==> config.mk <==
export PLATFORM = sky130hd
export DESIGN_NAME = sync_gen_ctrl
export DESIGN_NICKNAME = d
export VERILOG_FILES = /design/src/rtl/sync_gen_pkg.sv /design/src/rtl/sync_gen_edge_det.sv /design/src/rtl/sync_gen_ctrl.sv
export SDC_FILE = /design/constraint.sdc
export NUM_CORES = 1
export LEC_CHECK = 0
export CORE_ASPECT_RATIO = 1.2
export CORE_MARGIN = 2
export CORE_UTILIZATION = 25
export DETAILED_ROUTE_END_ITERATION = 16
export GPL_TIMING_DRIVEN = 0
export MAX_ROUTING_LAYER = met4
export PLACE_DENSITY_LB_ADDON = 0.3
export SYNTH_ARGS = -nofsm -noshare
export SYNTH_HDL_FRONTEND = slang
export SYNTH_SLANG_ARGS = --single-unit
==> constraint.sdc <==
create_clock -name user_clk -period 3.1 [get_ports user_clk]
set_input_delay 0.465 -clock user_clk [delete_from_list [all_inputs] [get_ports user_clk]]
set_output_delay 0.465 -clock user_clk [all_outputs]
set_load 0.03 [all_outputs]
==> src/rtl/sync_gen_pkg.sv <==
// Shared types and ctrl_word bit positions for the sync generator controller.
package sync_gen_pkg;

  typedef enum logic [1:0] {
    ST_IDLE  = 2'd0,
    ST_ARMED = 2'd1,
    ST_RUN   = 2'd2
  } state_e;

  localparam int CTRL_ARM_BIT    = 0;
  localparam int CTRL_MODE_BIT   = 1;
  localparam int CTRL_FORCE_BIT  = 2;
  localparam int CTRL_STOP_BIT   = 3;
  localparam int CTRL_PERIOD_LSB = 8;

endpackage

==> src/rtl/sync_gen_edge_det.sv <==
// ext_pps synchronizer chain followed by a registered rising-edge detector.
module sync_gen_edge_det #(
  parameter int STAGES = 2
) (
  input  logic clk,
  input  logic rst,
  input  logic din,
  output logic rise
);

  logic [STAGES-1:0] sync_q, sync_d;
  logic              hist_q, hist_d;
  logic              rise_q, rise_d;

  always_comb begin
    sync_d = {sync_q[STAGES-2:0], din};
    hist_d = sync_q[STAGES-1];
    rise_d = sync_q[STAGES-1] & ~hist_q;
  end

  // NOTE: flops take <= so every stage samples its neighbour's pre-edge value.
  always_ff @(posedge clk or posedge rst) begin
    if (rst) begin
      sync_q <= '0;
      hist_q <= 1'b0;
      rise_q <= 1'b0;
    end else begin
      sync_q <= sync_d;
      hist_q <= hist_d;
      rise_q <= rise_d;
    end
  end

  assign rise = rise_q;

endmodule

==> src/rtl/sync_gen_ctrl.sv <==
// Sync pulse controller: arm on a PPS edge, one-shot or periodic sync generation.
// Optional macro SYNC_GEN_CTRL_PPS_TIMEOUT_EN adds the pps_timeout output.
module sync_gen_ctrl
  import sync_gen_pkg::*;
#(
  parameter int PERIOD_W        = 24,
  parameter int SYNC_WIDTH      = 1,
  parameter int PPS_SYNC_STAGES = 2
) (
  input  logic        user_clk,
  input  logic        user_rst,
  input  logic [31:0] ctrl_word,
  input  logic        ext_pps,
  output logic        sync_out,
  output logic        armed,
  output logic        running,
`ifdef SYNC_GEN_CTRL_PPS_TIMEOUT_EN
  output logic        pps_timeout,
`endif
  output logic [31:0] sync_count
);

  state_e              state_q, state_d;
  logic [31:0]         ctrl_q, ctrl_d;
  logic [3:0]          prev_q, prev_d;
  logic                primed_q, primed_d;
  logic [PERIOD_W-1:0] cnt_q, cnt_d;
  logic [7:0]          rem_q, rem_d;
  logic                sync_out_q, sync_out_d;
  logic [31:0]         sync_count_q, sync_count_d;

  logic                pps_evt;
  logic                arm_edge, force_edge, stop_edge, mode;
  logic                sync_evt;
  logic [PERIOD_W-1:0] period_f, reload;
  logic                ctrl_unused;

`ifdef SYNC_GEN_CTRL_PPS_TIMEOUT_EN
  localparam int TMO_W = 28;
  logic [TMO_W-1:0] tmo_q, tmo_d;
  logic             tmo_flag_q, tmo_flag_d;
`endif

  sync_gen_edge_det #(.STAGES(PPS_SYNC_STAGES)) u_pps_det (
    .clk  (user_clk),
    .rst  (user_rst),
    .din  (ext_pps),
    .rise (pps_evt)
  );

  assign arm_edge   = ctrl_q[CTRL_ARM_BIT]   & ~prev_q[CTRL_ARM_BIT];
  assign force_edge = ctrl_q[CTRL_FORCE_BIT] & ~prev_q[CTRL_FORCE_BIT];
  assign stop_edge  = ctrl_q[CTRL_STOP_BIT]  & ~prev_q[CTRL_STOP_BIT];
  assign mode       = ctrl_q[CTRL_MODE_BIT];
  assign period_f   = ctrl_q[CTRL_PERIOD_LSB +: PERIOD_W];
  assign reload     = (period_f < PERIOD_W'(2)) ? PERIOD_W'(1) : period_f - PERIOD_W'(1);
  assign ctrl_unused = ^{ctrl_q, prev_q};

  // Force, PPS-in-ARMED and counter expiry merge into a single event.
  assign sync_evt = force_edge
                  | ((state_q == ST_ARMED) & pps_evt)
                  | ((state_q == ST_RUN) & (cnt_q == '0));

  // NOTE: every _d gets a default first so no path can infer a latch.
  always_comb begin
    state_d      = state_q;
    ctrl_d       = ctrl_word;
    // Until primed, history tracks the raw input so levels held across reset never look like edges.
    prev_d       = primed_q ? ctrl_q[3:0] : ctrl_word[3:0];
    primed_d     = 1'b1;
    cnt_d        = '0;
    rem_d        = rem_q;
    sync_out_d   = 1'b0;
    sync_count_d = sync_count_q;
`ifdef SYNC_GEN_CTRL_PPS_TIMEOUT_EN
    tmo_flag_d   = arm_edge ? 1'b0 : tmo_flag_q;
`endif

    case (state_q)
      ST_IDLE:  if (arm_edge) state_d = ST_ARMED;
      ST_ARMED: begin
        if (stop_edge)    state_d = ST_IDLE;
        else if (pps_evt) state_d = mode ? ST_RUN : ST_IDLE;
`ifdef SYNC_GEN_CTRL_PPS_TIMEOUT_EN
        else if (tmo_q == '1) begin
          state_d    = ST_IDLE;
          tmo_flag_d = 1'b1;
        end
`endif
      end
      ST_RUN:   if (stop_edge) state_d = ST_IDLE;
      default:  state_d = ST_IDLE;
    endcase

    if (state_d == ST_RUN) cnt_d = sync_evt ? reload : cnt_q - PERIOD_W'(1);

    if (sync_evt) begin
      sync_out_d   = 1'b1;
      rem_d        = 8'(SYNC_WIDTH - 1);
      sync_count_d = sync_count_q + 32'd1;
    end else if (rem_q != '0) begin
      sync_out_d   = 1'b1;
      rem_d        = rem_q - 8'd1;
    end

`ifdef SYNC_GEN_CTRL_PPS_TIMEOUT_EN
    tmo_d = ((state_q == ST_ARMED) && (state_d == ST_ARMED)) ? tmo_q + TMO_W'(1) : '0;
`endif
  end

  always_ff @(posedge user_clk or posedge user_rst) begin
    if (user_rst) begin
      state_q      <= ST_IDLE;
      ctrl_q       <= '0;
      prev_q       <= '0;
      primed_q     <= 1'b0;
      cnt_q        <= '0;
      rem_q        <= '0;
      sync_out_q   <= 1'b0;
      sync_count_q <= '0;
`ifdef SYNC_GEN_CTRL_PPS_TIMEOUT_EN
      tmo_q        <= '0;
      tmo_flag_q   <= 1'b0;
`endif
    end else begin
      state_q      <= state_d;
      ctrl_q       <= ctrl_d;
      prev_q       <= prev_d;
      primed_q     <= primed_d;
      cnt_q        <= cnt_d;
      rem_q        <= rem_d;
      sync_out_q   <= sync_out_d;
      sync_count_q <= sync_count_d;
`ifdef SYNC_GEN_CTRL_PPS_TIMEOUT_EN
      tmo_q        <= tmo_d;
      tmo_flag_q   <= tmo_flag_d;
`endif
    end
  end

  assign sync_out   = sync_out_q;
  assign armed      = (state_q == ST_ARMED);
  assign running    = (state_q == ST_RUN);
  assign sync_count = sync_count_q;
`ifdef SYNC_GEN_CTRL_PPS_TIMEOUT_EN
  assign pps_timeout = tmo_flag_q;
`endif

endmodule

==> results of run 1 <==
==> cells by family after synthesis <==
group	Yosys count	synth area share
mux	8	0.0174
xor+xnor	71	0.125
simple gates	200	0.244
compound gates	41	0.0556
buf+inv	25	0.0262
flops	103	0.518
fa+ha+maj	5	0.0126
other cells	1	0.000754
==> power groups by stage <==
| stage | clock (W) | sequential (W) | combinational (W) |
|---|---|---|---|
| final | 0.00109 | 0.00155 | 0.00104 |
| after global routing | 0.00120 | 0.00157 | 0.00114 |
| after global placement | 0 | 0.00157 | 0.00103 |
| after CTS | 0.00114 | 0.00155 | 0.00106 |
| after detailed placement | 0 | 0.00157 | 0.00105 |
| after floorplan | 0 | 0.00162 | 0.000681 |
==> through the flow <==
| step | total power [W] | setup slack [ps] |
|---|---|---|
| floorplan | 0.00230 | 922 |
| global placement | 0.00260 | 328 |
| detailed placement | 0.00262 | 558 |
| CTS | 0.00374 | 546 |
| global route | 0.00391 | 294 |
| finish | 0.00368 | 561 |
==> worst register-to-register path: stages (launching register included) <==
cell	delay, ps
dfrtp_1	420
nor4_1	690
nand4_1	210
or4_1	570
clkbuf_1	260
a21oi_1	190
a211oi_1	70
==> how the worst max path moves through the flow <==
| stage | slack (ps) | endpoint | from |
|---|---|---|---|
| after CTS | 550 | cnt_q[9] | ctrl_q[14] |
| after global routing | 290 | cnt_q[10] | ctrl_q[14] |
| after detailed placement | 560 | cnt_q[9] | ctrl_q[14] |
| final | 560 | cnt_q[9] | ctrl_q[14] |
| after global placement | 330 | ctrl_q[23] | user_rst |
| after floorplan | 920 | cnt_q[23] | cnt_q[14] |
==> registers in the layout, summed over array words and instances (netlist names), 2 cells and up <==
register,cells
cnt_q,24
sync_count,32
u_pps_det.sync_q,2
ctrl_q,28
prev_q,3
state_q,2
rem_q,8
==> routing by layer <==
metal / vias to the layer above / part of all wire
met1: 1776 / 0.46
met5: - / 0
met4: 0 / 0.013
met2: 80 / 0.49
met3: 14 / 0.042
li1: 1783 / -
==> layout make-up <==
class	instances	area [sq um]
Timing Repair Buffer	67	691
Multi-Input combinational cell	326	2270
Clock buffer	10	229
Buffer	15	92.6
Fill cell	1963	13300
Tap cell	261	327
Clock inverter	6	52.6
Inverter	10	41.3
Sequential cell	103	2580
==> cells in the final DEF, fill, tap and decap left out, drive strengths merged, types with 5 or more instances in the layout <==
cell	n
a21oi	13
and3	5
buf	9
clkbuf	18
clkdlybuf4s50	65
dfrtp	103
ha	5
inv	12
mux2	5
nand2	37
nand3	20
nand4	18
nor2	29
nor2b	5
nor3	31
nor4	23
o22ai	12
or3	7
or4	7
xnor2	40
xor2	31
==> impl_metrics.json, run 1 <==
{
  "outcome": "finished clean",
  "design_area_sq_mm": 0.00628,
  "fp-row-count": 56,
  "yosys_warnings": 0,
  "syn_area_sq_mm": 0.00497,
  "grt_max_degree": 39,
  "yosys-top-cells-count": "dfrtp_1, xnor2_1, nand2_1",
  "die_area_sq_mm": 0.0210,
  "holdPathEnd": "u_pps_det.sync_q[1]",
  "crit_path_start_kind": "register",
  "use_met3": 0.0293,
  "cp.depth": 6,
  "path_max_fanout": 10,
  "setup_tns_ps": 0,
  "yosysUniqueCellTypes": 52,
  "cp-end-kind": "register",
  "dp.cells": 782,
  "worst-path-buf-inv": 1,
  "yosysMostFrequentCell": "dfrtp_1",
  "r2r_end": "cnt_q[9]",
  "cts_num_sinks": 103,
  "synth_ff_type": "dfrtp_1",
  "hold_class": "reg -> reg",
  "combPwrFrac": 0.283,
  "critical-path-max-stage-delay_ps": 680,
  "r2r_slack_ps": 560,
  "reg2regPathDepth": 6,
  "synth_area_leaders": "dfrtp_1, xnor2_1, xor2_1",
  "met1_usage": 0.140,
  "busiest_layer": "met2",
  "seqPwrFrac": 0.421,
  "avgSynthCellArea_sq_um": 11.0,
  "netlist_instances": 454,
  "vias": 3653,
  "switching_power_w": 0.00124,
  "place_hpwl_um": 8510,
  "intPower_w": 0.00245,
  "dpl_cell_area_sq_mm": 0.00600,
  "max_clock_freq_mhz": 394,
  "cap_violations": 0,
  "drt_pass1_iterations": 5,
  "cp.required_ps": 3310,
  "die_y_um": 159,
  "antenna_found_initial": 0,
  "ys_seq_elements": 103,
  "routedWlPerCell_um": 14.2,
  "slowest_stage": "nor4_1",
  "via_per_inst": 4.58,
  "drive_gt1_frac": 0.112,
  "cts_max_path_buffers": 2,
  "drtIter0Drc": 181,
  "grt_pass1_vias": 3812,
  "postCtsHoldBufs": 0,
  "fin_cells": 798,
  "p_leak_nw": 2.61,
  "grt_pass1_wl_um": 19100,
  "synth_fp_nets": 494,
  "min_period_ps": 2540,
  "cp_top_family": "simple AND/OR/NAND/NOR gates",
  "tritoncts": "yes",
  "hold_slack_ps": 355,
  "clk_pin_slew_ps": 70,
  "ant_nets": 0,
  "switching_share": 0.336,
  "ys_seq_area_frac": 0.518,
  "cts_resized": 0,
  "power_density_mw_per_mm2": 587,
  "syn2layout_area_growth_pct": 26.2,
  "skew_ps": 6.74,
  "worst_pin_slew_ps": 966,
  "diodes": 0,
  "die_x_um": 133,
  "use_met2": 0.195,
  "r2r-start": "ctrl_q[14]",
  "arrival_ps": 2750,
  "min_from": "u_pps_det.sync_q[0]",
  "io_pins": 70,
  "setup_viol": 0,
  "port_buffers": 65,
  "root_buffer": "clkbuf_16",
  "power_frac_clock": 0.296,
  "maxSlewViolCount": 0,
  "routed_wl_um": 11400,
  "synth_edf_count": 0,
  "drc": 0,
  "yosys.area.top_type": "dfrtp_1",
  "insertion_delay_ps": 350,
  "initial_utilization": 0.254,
  "nets": 572,
  "cts-htree-levels": 3,
  "gr-total-overflow": 0,
  "place_congestion": 0.784,
  "peakVddDrop_uv": 312,
  "yosys.area.top_type_share": 0.518,
  "cts_buffers": 9,
  "crit_chain": "nor4_1 -> nand4_1 -> or4_1 -> clkbuf_1 -> a21oi_1 -> a211oi_1",
  "post-route-period-util": 0.819,
  "grtUsageTotal": 0.118,
  "cts_setup_buffers": 0,
  "post-route-util": 0.321,
  "worst-setup-path-type": "reg -> reg",
  "core_sq_mm": 0.0195,
  "slew-limit-headroom": 0.350,
  "rsz0062_at_grt": "false",
  "async_flop_share": 1.00,
  "holdPathStages": 0,
  "finalHoldViolCount": 0
}
Power figures use the tool's default switching activity.
==> run 2: changes to the inputs <==
Clock period 3.1 ns to 2.4 ns, I/O delays scaled along.
==> run 2 against run 1 <==
Clock power is 29% higher. Sequential share of layout area down 0.65 points. Routed wire length up 0.33%. Global-route usage barely moved. Setup slack worse by 450 ps. Critical endpoint is now cnt_q[10]. Largest cell class unchanged.
==> impl_metrics.json, run 2 (synthesized netlist as in run 1, its figures left out) <==
{
  "skew_ps": 6.40,
  "max_clock_freq_mhz": 437,
  "largest_reg_flops": 32,
  "diodes": 0,
  "postCtsHoldBufs": 0,
  "place_congestion": 0.784,
  "die_x_um": 133,
  "slew-limit-headroom": 0.374,
  "final_common_cell": "dfrtp_1",
  "grt_pass1_vias": 3825,
  "via_per_inst": 4.57,
  "crit_path_start_kind": "register",
  "finalHoldViolCount": 0,
  "nets": 572,
  "setup_ws_ps": 111,
  "drt_pass1_iterations": 4,
  "crit_chain": "or3_1 -> nand2b_1 -> or4_1 -> clkbuf_1 -> a21oi_1 -> a211oi_1",
  "insertion_delay_ps": 350,
  "cts-htree-levels": 3,
  "r2r-start": "ctrl_q[22]",
  "switching_power_w": 0.00162,
  "worst_pin_slew_ps": 939,
  "fillers": 1959,
  "pre_cts_ws_ps": -142,
  "min_from": "u_pps_det.sync_q[0]",
  "antenna_found_initial": 0,
  "hold_class": "reg -> reg",
  "root_buffer": "clkbuf_16",
  "io_pins": 70,
  "worst-setup-path-type": "reg -> reg",
  "place_hpwl_um": 8510,
  "slowest_stage": "or4_1",
  "cp-end-kind": "register",
  "ant_nets": 0,
  "routedWlPerCell_um": 14.3,
  "seqPwrFrac": 0.418,
  "design_area_sq_mm": 0.00638,
  "syn2layout_area_growth_pct": 28.2,
  "gr-total-overflow": 0,
  "arrival_ps": 2500,
  "reg2regPathDepth": 6,
  "r2r_slack_ps": 110,
  "fp-row-count": 56,
  "cap_violations": 0,
  "tritoncts": "yes",
  "peakVddDrop_uv": 408,
  "drc": 0,
  "layout_common_cells": "dfrtp_1, clkdlybuf4s50_1, xnor2_1, nand2_1, xor2_1",
  "layout.area.seq_sq_mm": 0.00258,
  "setup_viol": 0,
  "holdPathEnd": "u_pps_det.sync_q[1]",
  "cts_max_path_buffers": 2,
  "core_sq_mm": 0.0195,
  "switching_share": 0.338,
  "rsz0062_at_grt": "true",
  "clk_pin_slew_ps": 70,
  "grt_pass1_wl_um": 19200,
  "hold_slack_ps": 356,
  "die_y_um": 159,
  "holdPathStages": 0,
  "outcome": "finished clean",
  "r2r_end": "cnt_q[10]",
  "cp.required_ps": 2610,
  "maxSlewViolCount": 0,
  "routed_wl_um": 11400,
  "setup_tns_ps": 0,
  "multi_input_area_sq_mm": 0.00235,
  "drive_gt1_frac": 0.130,
  "post-route-util": 0.326,
  "power_frac_clock": 0.294,
  "intPower_w": 0.00317,
  "grt_max_degree": 39,
  "path_max_fanout": 10,
  "cts_buffers": 9,
  "power_density_mw_per_mm2": 751,
  "p_leak_nw": 2.67,
  "cts_num_sinks": 103,
  "post-route-period-util": 0.954,
  "dpl_cell_area_sq_mm": 0.00600,
  "die_area_sq_mm": 0.0210,
  "grtUsageTotal": 0.118,
  "drtIter0Drc": 197,
  "port_buffers": 65,
  "initial_utilization": 0.254,
  "critical-path-max-stage-delay_ps": 610,
  "combPwrFrac": 0.288,
  "vias": 3649,
  "min_period_ps": 2290
}
run 2: cell types whose count changed in the layout (fill, tap and decap cells not counted), moves of 2 or more:
cell    previous run  this run
nor4_1            13         9
nor4_4             2         4
nor3_4             1         4
nor4_2             8        10
nor3_2             6         3
run 2: timing repair:
action,4_1_cts,5_1_grt
setup endpoints to repair,22,39
gates resized for setup,3,21
pin swaps,0,1
buffers inserted,0,0
run 2: critical path, delay by kind of cell (launching register included):
family | cells | cell delay [ps]
AND/OR/NAND/NOR | 3 | 1220
flip-flops | 1 | 420
buffers and inverters | 1 | 260
AO/OA/AOI/OAI | 2 | 250
run 2: power by group through the flow:
stage               combinational, W  sequential [W]  clock, W
floorplan                   0.000879         0.00209         0
global placement             0.00132         0.00203         0
detailed placement           0.00135         0.00203         0
CTS                          0.00137         0.00200   0.00147
global route                 0.00151         0.00203   0.00154
finish                       0.00138         0.00200   0.00141
run 2: per-layer routing:
metal  GRT usage  share of wire
met1       0.140           0.44
met2       0.196           0.50
met3      0.0293          0.044
met4      0.0430          0.016
met5           -              0
run 2: cell type report:
type / count / area share
sequential: 103 / 0.404
multi-input combinational: 326 / 0.369
timing repair buffer: 67 / 0.108
tap: 261 / 0.0512
clock buffer: 10 / 0.0359
buffer: 15 / 0.0169
clock inverter: 6 / 0.00824
inverter: 10 / 0.00647
run 2: per-stage QoR:
| stage | cells | power [W] |
|---|---|---|
| final | 798 | 0.00479 |
| after global routing | 798 | 0.00508 |
| after CTS | 798 | 0.00484 |
| after detailed placement | 782 | 0.00339 |
| after global placement | 780 | 0.00336 |
| after floorplan | 454 | 0.00297 |
run 2: worst max path at each step:
stage,from,end
floorplan,cnt_q[14],cnt_q[23]
global placement,user_rst,ctrl_q[23]
detailed placement,ctrl_q[14],cnt_q[9]
CTS,cnt_q[14],cnt_q[10]
global route,cnt_q[15],cnt_q[22]
finish,ctrl_q[22],cnt_q[10]
